===== config.mk =====
export PLATFORM = sky130hd
export DESIGN_NAME = dmem_lsu_flat
export DESIGN_NICKNAME = d
export VERILOG_FILES = /design/src/rtl/dmem_lsu_if.sv /design/src/rtl/dmem_lsu.sv /design/src/flat_wrapper.sv
export SDC_FILE = /design/constraint.sdc
export NUM_CORES = 1
export LEC_CHECK = 0
export ABC_AREA = 1
export CAP_MARGIN = 25
export CORE_ASPECT_RATIO = 0.5
export CORE_MARGIN = 1.5
export CORE_UTILIZATION = 48
export DETAILED_ROUTE_END_ITERATION = 8
export GPL_TIMING_DRIVEN = 0
export PLACE_DENSITY = 0.84
export SLEW_MARGIN = 20
export SYNTH_ARGS = -nofsm -noshare
export SYNTH_HDL_FRONTEND = slang
export SYNTH_SLANG_ARGS = --single-unit

===== constraint.sdc =====
create_clock -name clk_i -period 2.5 [get_ports clk_i]
set_input_delay 0.25 -clock clk_i [delete_from_list [all_inputs] [get_ports clk_i]]
set_output_delay 0.25 -clock clk_i [all_outputs]
set_load 0.02 [all_outputs]

===== src/rtl/dmem_lsu_if.sv =====
// Pipeline-side request/response and data-bus signals of the load/store unit.
// The slave modport is the LSU; the master modport is the pipeline plus memory environment.
interface dmem_lsu_if;
  logic        req_valid_i;
  logic        req_ready_o;
  logic [31:0] req_addr_i;
  logic        req_wr_i;
  logic [1:0]  req_size_i;
  logic        req_signed_i;
  logic [31:0] req_wr_data_i;
  logic        rsp_valid_o;
  logic [31:0] rsp_rd_data_o;
  logic        rsp_misaligned_o;
  logic        mem_valid_o;
  logic        mem_ready_i;
  logic [31:0] mem_addr_o;
  logic        mem_we_o;
  logic [3:0]  mem_wstrb_o;
  logic [31:0] mem_wdata_o;
  logic        mem_rdata_valid_i;
  logic [31:0] mem_rdata_i;

  modport slave (
    input  req_valid_i, req_addr_i, req_wr_i, req_size_i, req_signed_i, req_wr_data_i,
    input  mem_ready_i, mem_rdata_valid_i, mem_rdata_i,
    output req_ready_o, rsp_valid_o, rsp_rd_data_o, rsp_misaligned_o,
    output mem_valid_o, mem_addr_o, mem_we_o, mem_wstrb_o, mem_wdata_o
  );

  modport master (
    output req_valid_i, req_addr_i, req_wr_i, req_size_i, req_signed_i, req_wr_data_i,
    output mem_ready_i, mem_rdata_valid_i, mem_rdata_i,
    input  req_ready_o, rsp_valid_o, rsp_rd_data_o, rsp_misaligned_o,
    input  mem_valid_o, mem_addr_o, mem_we_o, mem_wstrb_o, mem_wdata_o
  );
endinterface


===== src/rtl/dmem_lsu.sv =====
// Data-memory load/store unit: one outstanding access, byte/half/word alignment,
// lane steering for stores and sign/zero extension for loads. All outputs registered.
module dmem_lsu (
  input  logic      clk_i,
  input  logic      reset_i,
  dmem_lsu_if.slave lsu
);
  // state    | meaning
  // IDLE     | ready to accept a request
  // MEM_REQ  | bus request held until mem_ready_i
  // MEM_WAIT | load issued, waiting for mem_rdata_valid_i
  // RESP     | one-cycle response strobe
  typedef enum logic [1:0] {IDLE, MEM_REQ, MEM_WAIT, RESP} state_t;

  state_t     state;
  logic [1:0] addr_lo_q;
  logic [1:0] size_q;
  logic       wr_q;
  logic       signed_q;

  function automatic logic is_misaligned(input logic [1:0] size, input logic [1:0] lo);
    case (size)
      2'd1:    return lo[0];
      2'd2:    return lo != 2'b00;
      2'd3:    return 1'b1;
      default: return 1'b0;
    endcase
  endfunction

  function automatic logic [3:0] store_strb(input logic [1:0] size, input logic [1:0] lo);
    case (size)
      2'd0:    return 4'b0001 << lo;
      2'd1:    return lo[1] ? 4'b1100 : 4'b0011;
      default: return 4'b1111;
    endcase
  endfunction

  function automatic logic [31:0] store_data(input logic [1:0] size, input logic [1:0] lo,
                                             input logic [31:0] d);
    case (size)
      2'd0:    return d << {lo, 3'b000};
      2'd1:    return d << {lo[1], 4'b0000};
      default: return d;
    endcase
  endfunction

  function automatic logic [31:0] load_extract(input logic [31:0] w, input logic [1:0] lo,
                                               input logic [1:0] size, input logic sg);
    logic [7:0]  b;
    logic [15:0] h;
    b = w[{lo, 3'b000} +: 8];
    h = w[{lo[1], 4'b0000} +: 16];
    case (size)
      2'd0:    return {{24{sg & b[7]}}, b};
      2'd1:    return {{16{sg & h[15]}}, h};
      default: return w;
    endcase
  endfunction

  always_ff @(posedge clk_i) begin
    if (reset_i) begin
      state                <= IDLE;
      lsu.req_ready_o      <= 1'b1;
      lsu.rsp_valid_o      <= 1'b0;
      lsu.rsp_rd_data_o    <= 32'h0;
      lsu.rsp_misaligned_o <= 1'b0;
      lsu.mem_valid_o      <= 1'b0;
      lsu.mem_addr_o       <= 32'h0;
      lsu.mem_we_o         <= 1'b0;
      lsu.mem_wstrb_o      <= 4'h0;
      lsu.mem_wdata_o      <= 32'h0;
      addr_lo_q            <= 2'b00;
      size_q               <= 2'b00;
      wr_q                 <= 1'b0;
      signed_q             <= 1'b0;
    end else begin
      case (state)
        IDLE: begin
          if (lsu.req_valid_i && lsu.req_ready_o) begin
            addr_lo_q       <= lsu.req_addr_i[1:0];
            size_q          <= lsu.req_size_i;
            wr_q            <= lsu.req_wr_i;
            signed_q        <= lsu.req_signed_i;
            lsu.req_ready_o <= 1'b0;
            if (is_misaligned(lsu.req_size_i, lsu.req_addr_i[1:0])) begin
              state                <= RESP;
              lsu.rsp_valid_o      <= 1'b1;
              lsu.rsp_misaligned_o <= 1'b1;
              lsu.rsp_rd_data_o    <= 32'h0;
            end else begin
              // Bus fields are fixed here and held untouched until the handshake.
              state           <= MEM_REQ;
              lsu.mem_valid_o <= 1'b1;
              lsu.mem_addr_o  <= {lsu.req_addr_i[31:2], 2'b00};
              lsu.mem_we_o    <= lsu.req_wr_i;
              lsu.mem_wstrb_o <= lsu.req_wr_i ?
                                 store_strb(lsu.req_size_i, lsu.req_addr_i[1:0]) : 4'h0;
              lsu.mem_wdata_o <= lsu.req_wr_i ?
                                 store_data(lsu.req_size_i, lsu.req_addr_i[1:0],
                                            lsu.req_wr_data_i) : 32'h0;
            end
          end
        end
        MEM_REQ: begin
          if (lsu.mem_ready_i) begin
            lsu.mem_valid_o <= 1'b0;
            lsu.mem_addr_o  <= 32'h0;
            lsu.mem_we_o    <= 1'b0;
            lsu.mem_wstrb_o <= 4'h0;
            lsu.mem_wdata_o <= 32'h0;
            if (wr_q) begin
              state             <= RESP;
              lsu.rsp_valid_o   <= 1'b1;
              lsu.rsp_rd_data_o <= 32'h0;
            end else begin
              state <= MEM_WAIT;
            end
          end
        end
        MEM_WAIT: begin
          if (lsu.mem_rdata_valid_i) begin
            state             <= RESP;
            lsu.rsp_valid_o   <= 1'b1;
            lsu.rsp_rd_data_o <= load_extract(lsu.mem_rdata_i, addr_lo_q, size_q, signed_q);
          end
        end
        RESP: begin
          state                <= IDLE;
          lsu.rsp_valid_o      <= 1'b0;
          lsu.rsp_rd_data_o    <= 32'h0;
          lsu.rsp_misaligned_o <= 1'b0;
          lsu.req_ready_o      <= 1'b1;
        end
        default: state <= IDLE;
      endcase
    end
  end
endmodule


===== src/flat_wrapper.sv =====
// flat-port wrapper written by rule: the top's interface ports become plain ports
module dmem_lsu_flat 
  (clk_i, reset_i, lsu_req_valid_i, lsu_req_addr_i, lsu_req_wr_i, lsu_req_size_i, lsu_req_signed_i, lsu_req_wr_data_i, lsu_mem_ready_i, lsu_mem_rdata_valid_i, lsu_mem_rdata_i, lsu_req_ready_o, lsu_rsp_valid_o, lsu_rsp_rd_data_o, lsu_rsp_misaligned_o, lsu_mem_valid_o, lsu_mem_addr_o, lsu_mem_we_o, lsu_mem_wstrb_o, lsu_mem_wdata_o);
  dmem_lsu_if lsu_i ();
  input  logic clk_i;
  input  logic reset_i;
  input wire logic [$bits(lsu_i.req_valid_i)-1:0] lsu_req_valid_i;
  input wire logic [$bits(lsu_i.req_addr_i)-1:0] lsu_req_addr_i;
  input wire logic [$bits(lsu_i.req_wr_i)-1:0] lsu_req_wr_i;
  input wire logic [$bits(lsu_i.req_size_i)-1:0] lsu_req_size_i;
  input wire logic [$bits(lsu_i.req_signed_i)-1:0] lsu_req_signed_i;
  input wire logic [$bits(lsu_i.req_wr_data_i)-1:0] lsu_req_wr_data_i;
  input wire logic [$bits(lsu_i.mem_ready_i)-1:0] lsu_mem_ready_i;
  input wire logic [$bits(lsu_i.mem_rdata_valid_i)-1:0] lsu_mem_rdata_valid_i;
  input wire logic [$bits(lsu_i.mem_rdata_i)-1:0] lsu_mem_rdata_i;
  output wire logic [$bits(lsu_i.req_ready_o)-1:0] lsu_req_ready_o;
  output wire logic [$bits(lsu_i.rsp_valid_o)-1:0] lsu_rsp_valid_o;
  output wire logic [$bits(lsu_i.rsp_rd_data_o)-1:0] lsu_rsp_rd_data_o;
  output wire logic [$bits(lsu_i.rsp_misaligned_o)-1:0] lsu_rsp_misaligned_o;
  output wire logic [$bits(lsu_i.mem_valid_o)-1:0] lsu_mem_valid_o;
  output wire logic [$bits(lsu_i.mem_addr_o)-1:0] lsu_mem_addr_o;
  output wire logic [$bits(lsu_i.mem_we_o)-1:0] lsu_mem_we_o;
  output wire logic [$bits(lsu_i.mem_wstrb_o)-1:0] lsu_mem_wstrb_o;
  output wire logic [$bits(lsu_i.mem_wdata_o)-1:0] lsu_mem_wdata_o;
  assign lsu_i.req_valid_i = lsu_req_valid_i;
  assign lsu_i.req_addr_i = lsu_req_addr_i;
  assign lsu_i.req_wr_i = lsu_req_wr_i;
  assign lsu_i.req_size_i = lsu_req_size_i;
  assign lsu_i.req_signed_i = lsu_req_signed_i;
  assign lsu_i.req_wr_data_i = lsu_req_wr_data_i;
  assign lsu_i.mem_ready_i = lsu_mem_ready_i;
  assign lsu_i.mem_rdata_valid_i = lsu_mem_rdata_valid_i;
  assign lsu_i.mem_rdata_i = lsu_mem_rdata_i;
  assign lsu_req_ready_o = lsu_i.req_ready_o;
  assign lsu_rsp_valid_o = lsu_i.rsp_valid_o;
  assign lsu_rsp_rd_data_o = lsu_i.rsp_rd_data_o;
  assign lsu_rsp_misaligned_o = lsu_i.rsp_misaligned_o;
  assign lsu_mem_valid_o = lsu_i.mem_valid_o;
  assign lsu_mem_addr_o = lsu_i.mem_addr_o;
  assign lsu_mem_we_o = lsu_i.mem_we_o;
  assign lsu_mem_wstrb_o = lsu_i.mem_wstrb_o;
  assign lsu_mem_wdata_o = lsu_i.mem_wdata_o;
  dmem_lsu u_core (.clk_i(clk_i), .reset_i(reset_i), .lsu(lsu_i));
endmodule

==> qor.csv, run 1 <==
stage,metric,value,unit
floorplan,die area,12110,µm²
floorplan,Die Width,154.1,µm
flow_run,max cap viols,0,
clock_network,Resized cells post-CTS,0,
pwr,Peak VDD IR,573.2,µV
timing,Post-Route Setup TNS,0,ps
timing,Final Setup Violations,0,
global_route,first-pass GRT wire length,28970,µm
placed_design,detailed placer's ending HPWL,14170,µm
logic_synthesis,synth warn,0,
layout,"commonest non-fill, non-tap cell in the layout",nand2_1,
logic_synthesis,main combinational cell family by area after synthesis,simple AND/OR/NAND/NOR gates,
setup_path,Worst Setup Start Kind,input pin,
layout,Area Growth Syn to Fin,46.28,%
clock_network,clock insertion delay at the later pin of the skew report,350,ps
pwr,leak pwr,3.267,nW
setup_path,Critical Path RT,2770,ps
timing,final worst path period share,85.02,%
layout,Post-layout nets,1170,
placed_design,GPL Wtd Cong,0.9277,
drt,vias per inst,5.150,
global_route,vias in the first global route,5845,
setup_path,crit path DAT,2400,ps
timing,clk_skew,9.111,ps
logic_synthesis,Synth Area in Adders,1.141,%
global_route,total congestion overflow,0,
logic_synthesis,post-synthesis sequential area ratio,40.53,%
placed_design,port bufs,206,
clock_network,clk sink count,111,
timing,Final Hold Viols,0,
clock_network,# hold bufs at CTS,0,
logic_synthesis,Synth Instances,842,
drt,DRT antenna net count,0,
layout,most frequent cells in the layout,"289 x nand2_1, 206 x clkdlybuf4s50_1, 111 x dfxtp_1",
clock_network,Longest Clk Path Bufs,2,
drt,vias after detailed routing,6232,
timing,Max Freq,0.4705,GHz
logic_synthesis,xor and xnor area share after synthesis,0,%
timing,Slew Limit Fails,0,
global_route,initial antenna violation count,0,
clock_network,Root Buffer,clkbuf_16,
timing,Worst slew margin,54.19,%
logic_synthesis,Synth Register Bits,111,
logic_synthesis,syn_area_per_cell,6.512,µm²
drt,first drt pass iteration count,6,
logic_synthesis,Compound-Gate Fraction of Synth Area,15.59,%
clock_network,H-tree depth,3,
drt,# DRC,0,
floorplan,io pins,210,
pwr,PwrDens,927.7,nW/µm²
layout,share of cells above drive strength 1,5.446,%
logic_synthesis,mux share of post-synthesis cell area,0,%
clock_network,Post-CTS Setup Inserts,0,
floorplan,Core Area,11050,µm²
clock_network,CTS tree,built,
min_path,Hold Path Class,in -> reg,
timing,Final min period,2125,ps
status,status,"complete, no violations",
clock_network,CTS buffer count,9,
setup_path,kind of critical path,in -> reg,
timing,Least-Margin Pin Slew,687.1,ps
setup_path,Critical Path End Type,register,
clock_network,clock-pin slew on the worst setup and hold paths,70,ps
setup_path,worst-path fanout max,10,
timing,RSZ-0062 raised after global routing,false,
drt,initial DRC count,397,
floorplan,Die Height,78.58,µm
drt,WL per Instance,15.21,µm
floorplan,Rows,27,
global_route,largest net degree at the start of global routing,20,
timing,Hold WS,462.8,ps
floorplan,initial core utilization,49.63,%
logic_synthesis,Unique masters post-synth,29,
layout,antenna diode count,0,
drt,Routed WL,18410,µm
logic_synthesis,Post-Synth Simple-Gate Area,34.05,%
logic_synthesis,post-synthesis cell area,5483,µm²
global_route,GRT Resource Usage Total,30.23,%
[critical path, stage by stage]
cell	delay (ps)
clkdlybuf4s50_1	660
inv_2	70
nand2_1	60
nand2_1	220
buf_2	280
nand2_1	70
o21ai_0	100
o21ai_0	390
nand2_1	140
a21oi_1	140
[cell families (layout without fill, tap and decap cells)]
group,after synthesis,count (layout)
compound gates,169,169
fa+ha+maj,5,5
buf+inv,103,325
flops,111,111
other cells,1,2
simple gates,453,453
[final timing paths]
| path | startpoint | end | cells after the start | slack, ps |
|---|---|---|---|---|
| setup / recovery | lsu_req_size_i[1] | u_core.lsu.mem_wdata_o[9]$_SDFFE_PP0P_ | 10 | 370 |
| hold / removal | reset_i | u_core.addr_lo_q[0]$_SDFFE_PP0P_ | 4 | 460 |
| setup reg to reg | u_core.state[0]$_SDFFE_PP0P_ | u_core.lsu.rsp_rd_data_o[9]$_SDFFE_PP0P_ | 9 | 400 |
| hold reg to reg | u_core.lsu.mem_wdata_o[31]$_SDFFE_PP0P_ | u_core.lsu.mem_wdata_o[31]$_SDFFE_PP0P_ | 2 | 460 |
[report_power, final]
part,internal (W),switching [W]
combinational,0.00142,0.00229
sequential,0.00211,0.000199
clock,0.000718,0.000700
[sequential cells by signal, indices dropped and copies added, names as in the netlist]
signal / cells
u_core.lsu.rsp_valid_o: 1
u_core.addr_lo_q: 2
u_core.lsu.mem_we_o: 1
u_core.state: 2
u_core.lsu.mem_addr_o: 30
u_core.wr_q: 1
u_core.signed_q: 1
u_core.lsu.mem_valid_o: 1
u_core.lsu.mem_wstrb_o: 4
u_core.lsu.mem_wdata_o: 32
u_core.lsu.rsp_rd_data_o: 32
u_core.lsu.req_ready_o: 1
u_core.size_q: 2
u_core.lsu.rsp_misaligned_o: 1
[layer usage]
metal  track usage (%)  share of wire (%)  wire (µm)
met1             38.74                 44       8132
met2             52.44                 47       8659
met3             6.405                7.1       1305
met4             7.087                1.7        308
met5                 0                  0          0
[synthesized netlist by cell type]
cell	instances	share of area, %
o21ai_1	6	0.55
nand2_1	289	20
o21ai_0	53	4.8
nor2_1	96	6.6
nor2_4	3	0.62
nand3_4	2	0.64
buf_6	6	1.2
a211oi_1	1	0.14
nand2_4	1	0.21
buf_2	15	1.4
nand3_2	1	0.18
buf_4	6	0.82
or2_2	1	0.11
nor2_2	1	0.11
inv_2	2	0.14
nand2_2	3	0.34
nand3_1	52	4.7
nand4_1	3	0.34
a211o_1	1	0.16
nand4_4	1	0.39
a21oi_1	107	9.8
dfxtp_1	111	41
clkbuf_1	22	1.5
ha_1	5	1.1
o211ai_1	1	0.14
conb_1	1	0.068
inv_1	47	3.2
buf_1	2	0.14
clkinv_1	3	0.21
[cell type report]
cell class | count | area, µm²
Fill cell | 911 | 3027
Clock buffer | 10 | 239.0
Sequential cell | 111 | 2222
Buffer | 51 | 277.8
Clock inverter | 6 | 51.30
Inverter | 52 | 195.2
Multi-Input combinational cell | 629 | 2791
Tap cell | 145 | 181.4
Timing Repair Buffer | 206 | 2062
[metrics by stage]
step / power [W] / worst slack [ps] / util, % / instance area (µm²) / std cells
after CTS: 0.007437 / 397.1 / 72.60 / 8020 / 1210
after floorplan: 0.004645 / 773.9 / - / 5487 / 843
after global routing: 0.007930 / 208.7 / 72.60 / 8020 / 1210
final: 0.007440 / 374.6 / 72.60 / 8020 / 1210
after detailed placement: 0.006028 / 98.38 / 69.97 / 7730 / 1194
after global placement: 0.005935 / 36.63 / 69.97 / 7730 / 1194
Power figures use the tool's default switching activity.
==> inputs of run 2 (changes only) <==
Settings changed: REMOVE_ABC_BUFFERS from default to 1, SETUP_SLACK_MARGIN from default to 0.4.
==> run 2 against run 1 <==
Net effect: maximum frequency grew 4.7%; critical path depth is the same; hold slack lost 54 ps; utilization grew 0.32 points; flip-flop and latch count is the same; sequential power is essentially flat; via count grew 0.30%; die area is the same; clock skew shrank 3.8 ps; routed wire length shrank 1.1%; count of clock-buffer cells in the layout grew 2; cell count shrank 2.7%; highest routed layer unchanged.
==> qor.csv, run 2 (synthesis results as in run 1) <==
stage,metric,value,unit
layout,Area Growth Syn to Fin,46.92,%
timing,Post-Route Setup TNS,0,ps
setup_path,Critical Path End Type,register,
setup_path,worst setup path start,lsu_req_size_i[1],
drt,DRT antenna net count,0,
floorplan,Die Height,78.58,µm
min_path,Worst Hold Path Cells,2,
clock_network,clock-pin slew on the worst setup and hold paths,80,ps
placed_design,port bufs,207,
timing,Final Hold Viols,0,
timing,Worst slew margin,52.19,%
setup_path,Critical R2R Launch,u_core.state[0]$_SDFFE_PP0P_,
status,status,"complete, no violations",
drt,Routed WL,18200,µm
global_route,first-pass GRT wire length,28110,µm
clock_network,clk sink count,111,
placed_design,GPL Wtd Cong,0.8852,
global_route,total congestion overflow,0,
floorplan,Core Area,11050,µm²
clock_network,CTS buffer count,9,
clock_network,H-tree depth,3,
setup_path,max incr delay on CP,570,ps
setup_path,Critical Path RT,2780,ps
setup_path,RR Endpoint,u_core.lsu.mem_wdata_o[26]$_SDFFE_PP0P_,
floorplan,Rows,27,
setup_path,Worst Setup Start Kind,input pin,
layout,share of cells above drive strength 1,6.105,%
setup_path,CP most frequent cell,buf_12,
setup_path,worst-path fanout max,19,
setup_path,critical path's top delay family,buffers and inverters,
layout,"commonest non-fill, non-tap cell in the layout",nand2_1,
timing,Max Freq,0.4925,GHz
layout,antenna diode count,0,
timing,clk_skew,5.331,ps
drt,vias after detailed routing,6251,
timing,Final Setup Violations,0,
setup_path,WP buf/inv,4,
drt,WL per Instance,15.46,µm
global_route,GRT Resource Usage Total,29.23,%
flow_run,max cap viols,0,
drt,# DRC,0,
min_path,worst hold endpoint,u_core.lsu.mem_wdata_o[22]$_SDFFE_PP0P_,
setup_path,worst path cell trace,clkdlybuf4s50_1 > inv_2 > nand2_2 > nand3_2 > nand4_4 > buf_12 > nor2_4 > buf_12 > nand2_1 > a21oi_1,
floorplan,initial core utilization,49.63,%
timing,final worst path period share,81.21,%
global_route,vias in the first global route,5654,
timing,Final min period,2030,ps
pwr,leak pwr,3.272,nW
floorplan,Die Width,154.1,µm
layout,Post-layout nets,1137,
pwr,Peak VDD IR,424.6,µV
layout,Largest regs,"u_core.lsu.mem_wdata_o: 32 flops, u_core.lsu.rsp_rd_data_o: 32 flops, u_core.lsu.mem_addr_o: 30 flops",
clock_network,Root Buffer,clkbuf_16,
clock_network,clock insertion delay at the later pin of the skew report,350,ps
timing,Least-Margin Pin Slew,717.1,ps
pwr,total chip power,0.007871,W
placed_design,detailed placer's ending HPWL,11440,µm
clock_network,Longest Clk Path Bufs,2,
floorplan,die area,12110,µm²
pwr,PwrDens,977.1,nW/µm²
timing,RSZ-0062 raised after global routing,true,
setup_path,CP max-delay cell,clkdlybuf4s50_1,
clock_network,CTS tree,built,
min_path,Hold Path Class,in -> reg,
setup_path,kind of critical path,in -> reg,
drt,first drt pass iteration count,5,
setup_path,"setup slack, reg-to-reg",480,ps
setup_path,R2R depth,9,
layout,most frequent cells in the layout,"282 x nand2_1, 205 x clkdlybuf4s50_1, 108 x dfxtp_1",
floorplan,io pins,210,
global_route,largest net degree at the start of global routing,60,
min_path,hold_sp,reset_i,
setup_path,crit path DAT,2320,ps
drt,vias per inst,5.311,
global_route,initial antenna violation count,0,
drt,initial DRC count,417,
timing,Slew Limit Fails,0,
run 2: how the worst max path moves through the flow:
stage | to | slack (ps) | cells after the start
2_1_floorplan | u_core.lsu.rsp_rd_data_o[0]$_SDFFE_PP0P_ | 200 | 8
3_3_place_gp | u_core.size_q[1]$_SDFFE_PP0P_ | -1900 | 4
3_5_place_dp | u_core.lsu.rsp_rd_data_o[24]$_SDFFE_PP0P_ | -690 | 8
4_1_cts | u_core.lsu.rsp_rd_data_o[4]$_SDFFE_PP0P_ | 410 | 9
5_1_grt | u_core.lsu.mem_wdata_o[16]$_SDFFE_PP0P_ | 350 | 9
6_report | u_core.lsu.mem_wdata_o[26]$_SDFFE_PP0P_ | 470 | 10
run 2: repair_timing:
item	CTS	global route
setup buffers	4	6
gates cloned	4	1
endpoints found under the setup margin	102	70
resized for setup	21	12
pin swaps	5	3
hold buffers	0	0
run 2: worst register-to-register path: cells and delay by family, from the launching register on:
family,cells,cell delay [ps]
flops,1,350
simple gates,4,660
compound gates,1,130
buf+inv,3,500
fa+ha+maj,1,320
run 2: metrics by stage:
step	area [µm²]	worst slack [ps]	hold slack, ps	cells	utilization (%)
finish	8055	469.6	408.5	1177	72.92
global route	8055	345.7	439.6	1177	72.92
CTS	7938	412.9	409.7	1170	71.85
detailed placement	7500	-685.1	452.6	1146	67.89
global placement	7462	-1899	449.2	1144	67.55
floorplan	5209	197.1	319.1	792	-
run 2: layout make-up:
| type | count | area (µm²) |
|---|---|---|
| multi-input cells | 633 | 2900 |
| fillers | 912 | 2992 |
| clock inverters | 4 | 52.55 |
| well taps | 145 | 181.4 |
| repair buffers | 220 | 2221 |
| flip-flops and latches | 111 | 2226 |
| clock buffers | 12 | 246.5 |
| inverters | 52 | 227.7 |
run 2: report_power, final:
part / switching, W / total [W] / internal (W) / leakage (nW)
registers: 0.000230 / 0.00234 / 0.00211 / 0.903
logic: 0.00247 / 0.00402 / 0.00155 / 2.22
clock network: 0.000690 / 0.00150 / 0.000814 / 0.148
run 2: layer usage:
metal | share of wire [%] | GRT usage, % | wire length (µm)
met5 | 0 | 0 | 0
met4 | 1.9 | 10.39 | 348
met3 | 7.5 | 7.951 | 1371
met1 | 43 | 35.68 | 7736
met2 | 48 | 49.95 | 8740
==> inputs of run 3 (changes only) <==
Settings changed: CORE_UTILIZATION 48 to 44, PLACE_DENSITY 0.84 to 0.78.
Clock period 2.5 ns to 1.9 ns, I/O delays scaled along.
==> run 3 against run 2 <==
Net effect: register-to-register slack worse by 520 ps; non-clock buffer count grew 56; largest cell class unchanged; total power increased by 67%; sequential share of layout area decreased by 3.8 points; critical path depth is 1 higher; sequential power rose by 32%; via count rose by 10%; hold slack worse by 71 ps; utilization increased by 5.6 points; highest routed layer unchanged; the flow now finishes with violations (negative setup slack); first-iteration DRC count rose by 70%.
==> qor.csv, run 3 (synthesis results as in run 1) <==
stage,metric,value,unit
status,status,"finished, violations left",
status,failing checks,negative setup slack,
timing,Final min period,1938,ps
global_route,first-pass GRT wire length,31710,µm
clock_network,H-tree depth,3,
drt,Routed WL,23000,µm
timing,Final Hold Viols,0,
layout,antenna diode count,0,
min_path,Hold Path Class,in -> reg,
layout,share of cells above drive strength 1,21.48,%
clock_network,CTS buffer count,9,
global_route,total congestion overflow,0,
setup_path,crit path DAT,2210,ps
placed_design,GPL Wtd Cong,0.8173,
timing,RSZ-0062 raised after global routing,true,
global_route,initial antenna violation count,0,
pwr,PwrDens,1401,nW/µm²
pwr,Peak VDD IR,727.4,µV
layout,Post-layout nets,1199,
global_route,vias in the first global route,6105,
floorplan,Rows,28,
timing,Final WS setup,-38.17,ps
timing,clk_skew,6.133,ps
flow_run,max cap viols,0,
global_route,GRT Resource Usage Total,30.84,%
timing,Post-Route Setup TNS,-38.17,ps
layout,most frequent cells in the layout,"239 x nand2_1, 107 x dfxtp_1, 101 x clkdlybuf4s50_1",
drt,first drt pass iteration count,5,
setup_path,Worst Setup Start Kind,register,
drt,# DRC,0,
floorplan,io pins,210,
pwr,leak pwr,4.855,nW
clock_network,# hold bufs at CTS,0,
floorplan,Die Width,160.9,µm
clock_network,Root Buffer,clkbuf_16,
pwr,total chip power,0.01318,W
timing,Worst slew margin,52.21,%
drt,vias after detailed routing,6901,
clock_network,clock insertion delay at the later pin of the skew report,360,ps
placed_design,port bufs,207,
clock_network,CTS tree,built,
placed_design,detailed placer's ending HPWL,11610,µm
setup_path,Critical Path End Type,register,
setup_path,worst setup path start,u_core.state[1]$_SDFFE_PP0P_,
setup_path,Critical R2R Launch,u_core.state[1]$_SDFFE_PP0P_,
layout,"commonest non-fill, non-tap cell in the layout",nand2_1,
floorplan,die area,13180,µm²
timing,Slew Limit Fails,0,
layout,Area Growth Syn to Fin,71.57,%
clock_network,clk sink count,111,
timing,Least-Margin Pin Slew,716.8,ps
timing,Max Freq,0.5160,GHz
clock_network,Longest Clk Path Bufs,2,
drt,initial DRC count,709,
drt,DRT antenna net count,0,
min_path,hold_sp,lsu_req_size_i[0],
layout,Largest regs,"u_core.lsu.mem_wdata_o: 32 flops, u_core.lsu.rsp_rd_data_o: 32 flops, u_core.lsu.mem_addr_o: 30 flops",
drt,WL per Instance,18.27,µm
setup_path,worst-path fanout max,6,
global_route,largest net degree at the start of global routing,55,
floorplan,Die Height,81.94,µm
placed_design,Placed Area,7540,µm²
drt,vias per inst,5.481,
floorplan,initial core utilization,45.76,%
setup_path,Critical Path RT,2170,ps
clock_network,clock-pin slew on the worst setup and hold paths,80,ps
timing,Final Setup Violations,1,
timing,final worst path period share,102.0,%
floorplan,Core Area,11980,µm²
layout,final instance area,9407,µm²
layout,filler instances,836,
setup_path,kind of critical path,reg -> reg,
==> run 3: changes by cell type in the layout (fill, tap and decap cells not counted), sizes merged <==
cell           change
clkdlybuf4s50    -104
dlygate4sd2       +58
buf               +55
dlymetal6s2s      +45
clkinv             +7
bufinv             -2
nand3              +2
clkbuf             -1
clkdlybuf4s15      +1
nand4              +1
==> run 3: metrics by stage <==
| stage | util [%] | hold slack (ps) | cells | setup slack (ps) |
|---|---|---|---|---|
| floorplan | - | 259.1 | 792 | -402.9 |
| global placement | 62.49 | 447.7 | 1164 | -2533 |
| detailed placement | 62.93 | 454.3 | 1167 | -1195 |
| CTS | 72.75 | 323.0 | 1239 | 183.9 |
| global route | 78.51 | 330.8 | 1259 | -46.90 |
| finish | 78.51 | 337.3 | 1259 | -38.17 |
==> run 3: what timing repair did <==
action | in CTS | in global routing
resized for setup | 171 | 159
hold endpoints to repair | 0 | 0
pin swaps | 24 | 33
gates cloned | 16 | 3
endpoints found under the setup margin | 168 | 153
buffers inserted | 40 | 17
==> run 3: final cells by class <==
cell class / instances / area, µm² / area share (%)
Multi-Input combinational cell: 636 / 3490 / 37.10
Clock buffer: 10 / 229.0 / 2.434
Sequential cell: 111 / 2237 / 23.78
Tap cell: 165 / 206.4 / 2.195
Timing Repair inverter: 3 / 20.02 / 0.2128
Clock inverter: 6 / 55.05 / 0.5853
Inverter: 52 / 235.2 / 2.501
Timing Repair Buffer: 276 / 2934 / 31.19
==> run 3: power by group <==
| part | leakage [nW] | switching (W) | total, W | internal, W |
|---|---|---|---|---|
| clock | 0.139 | 0.000963 | 0.00188 | 0.000917 |
| sequential | 0.905 | 0.000308 | 0.00310 | 0.00280 |
| combinational | 3.81 | 0.00462 | 0.00820 | 0.00357 |
==> run 3: path summary, 6_finish.rpt <==
check / end / slack [ps] / cells past startpoint
max: u_core.lsu.rsp_rd_data_o[31]$_SDFFE_PP0P_ / -40 / 11
min reg2reg: u_core.lsu.mem_addr_o[7]$_SDFFE_PP0P_ / 460 / 2
min: u_core.size_q[0]$_SDFFE_PP0P_ / 340 / 3
max reg2reg: u_core.lsu.rsp_rd_data_o[31]$_SDFFE_PP0P_ / -40 / 11
==> run 3: worst max-delay path, cell delays in order (launching register included) <==
cell,delay (ps)
dfxtp_4,390
inv_6,50
ha_4,190
buf_6,140
clkinv_8,50
nor2_4,30
nor2_4,230
buf_6,150
nand3_4,160
nor2_2,150
nand2_1,100
a21oi_1,210
==> run 3: layer usage <==
metal  share of wire [%]  wire length (µm)  GRT usage, %  up-vias
li1                    -                 -             -     3202
met1                  40              9114         36.66     3189
met2                  47             10840         52.93      422
met3                 8.9              2056         8.081       88
met4                 4.3               997         15.09        0
met5                   0                 0             0        -
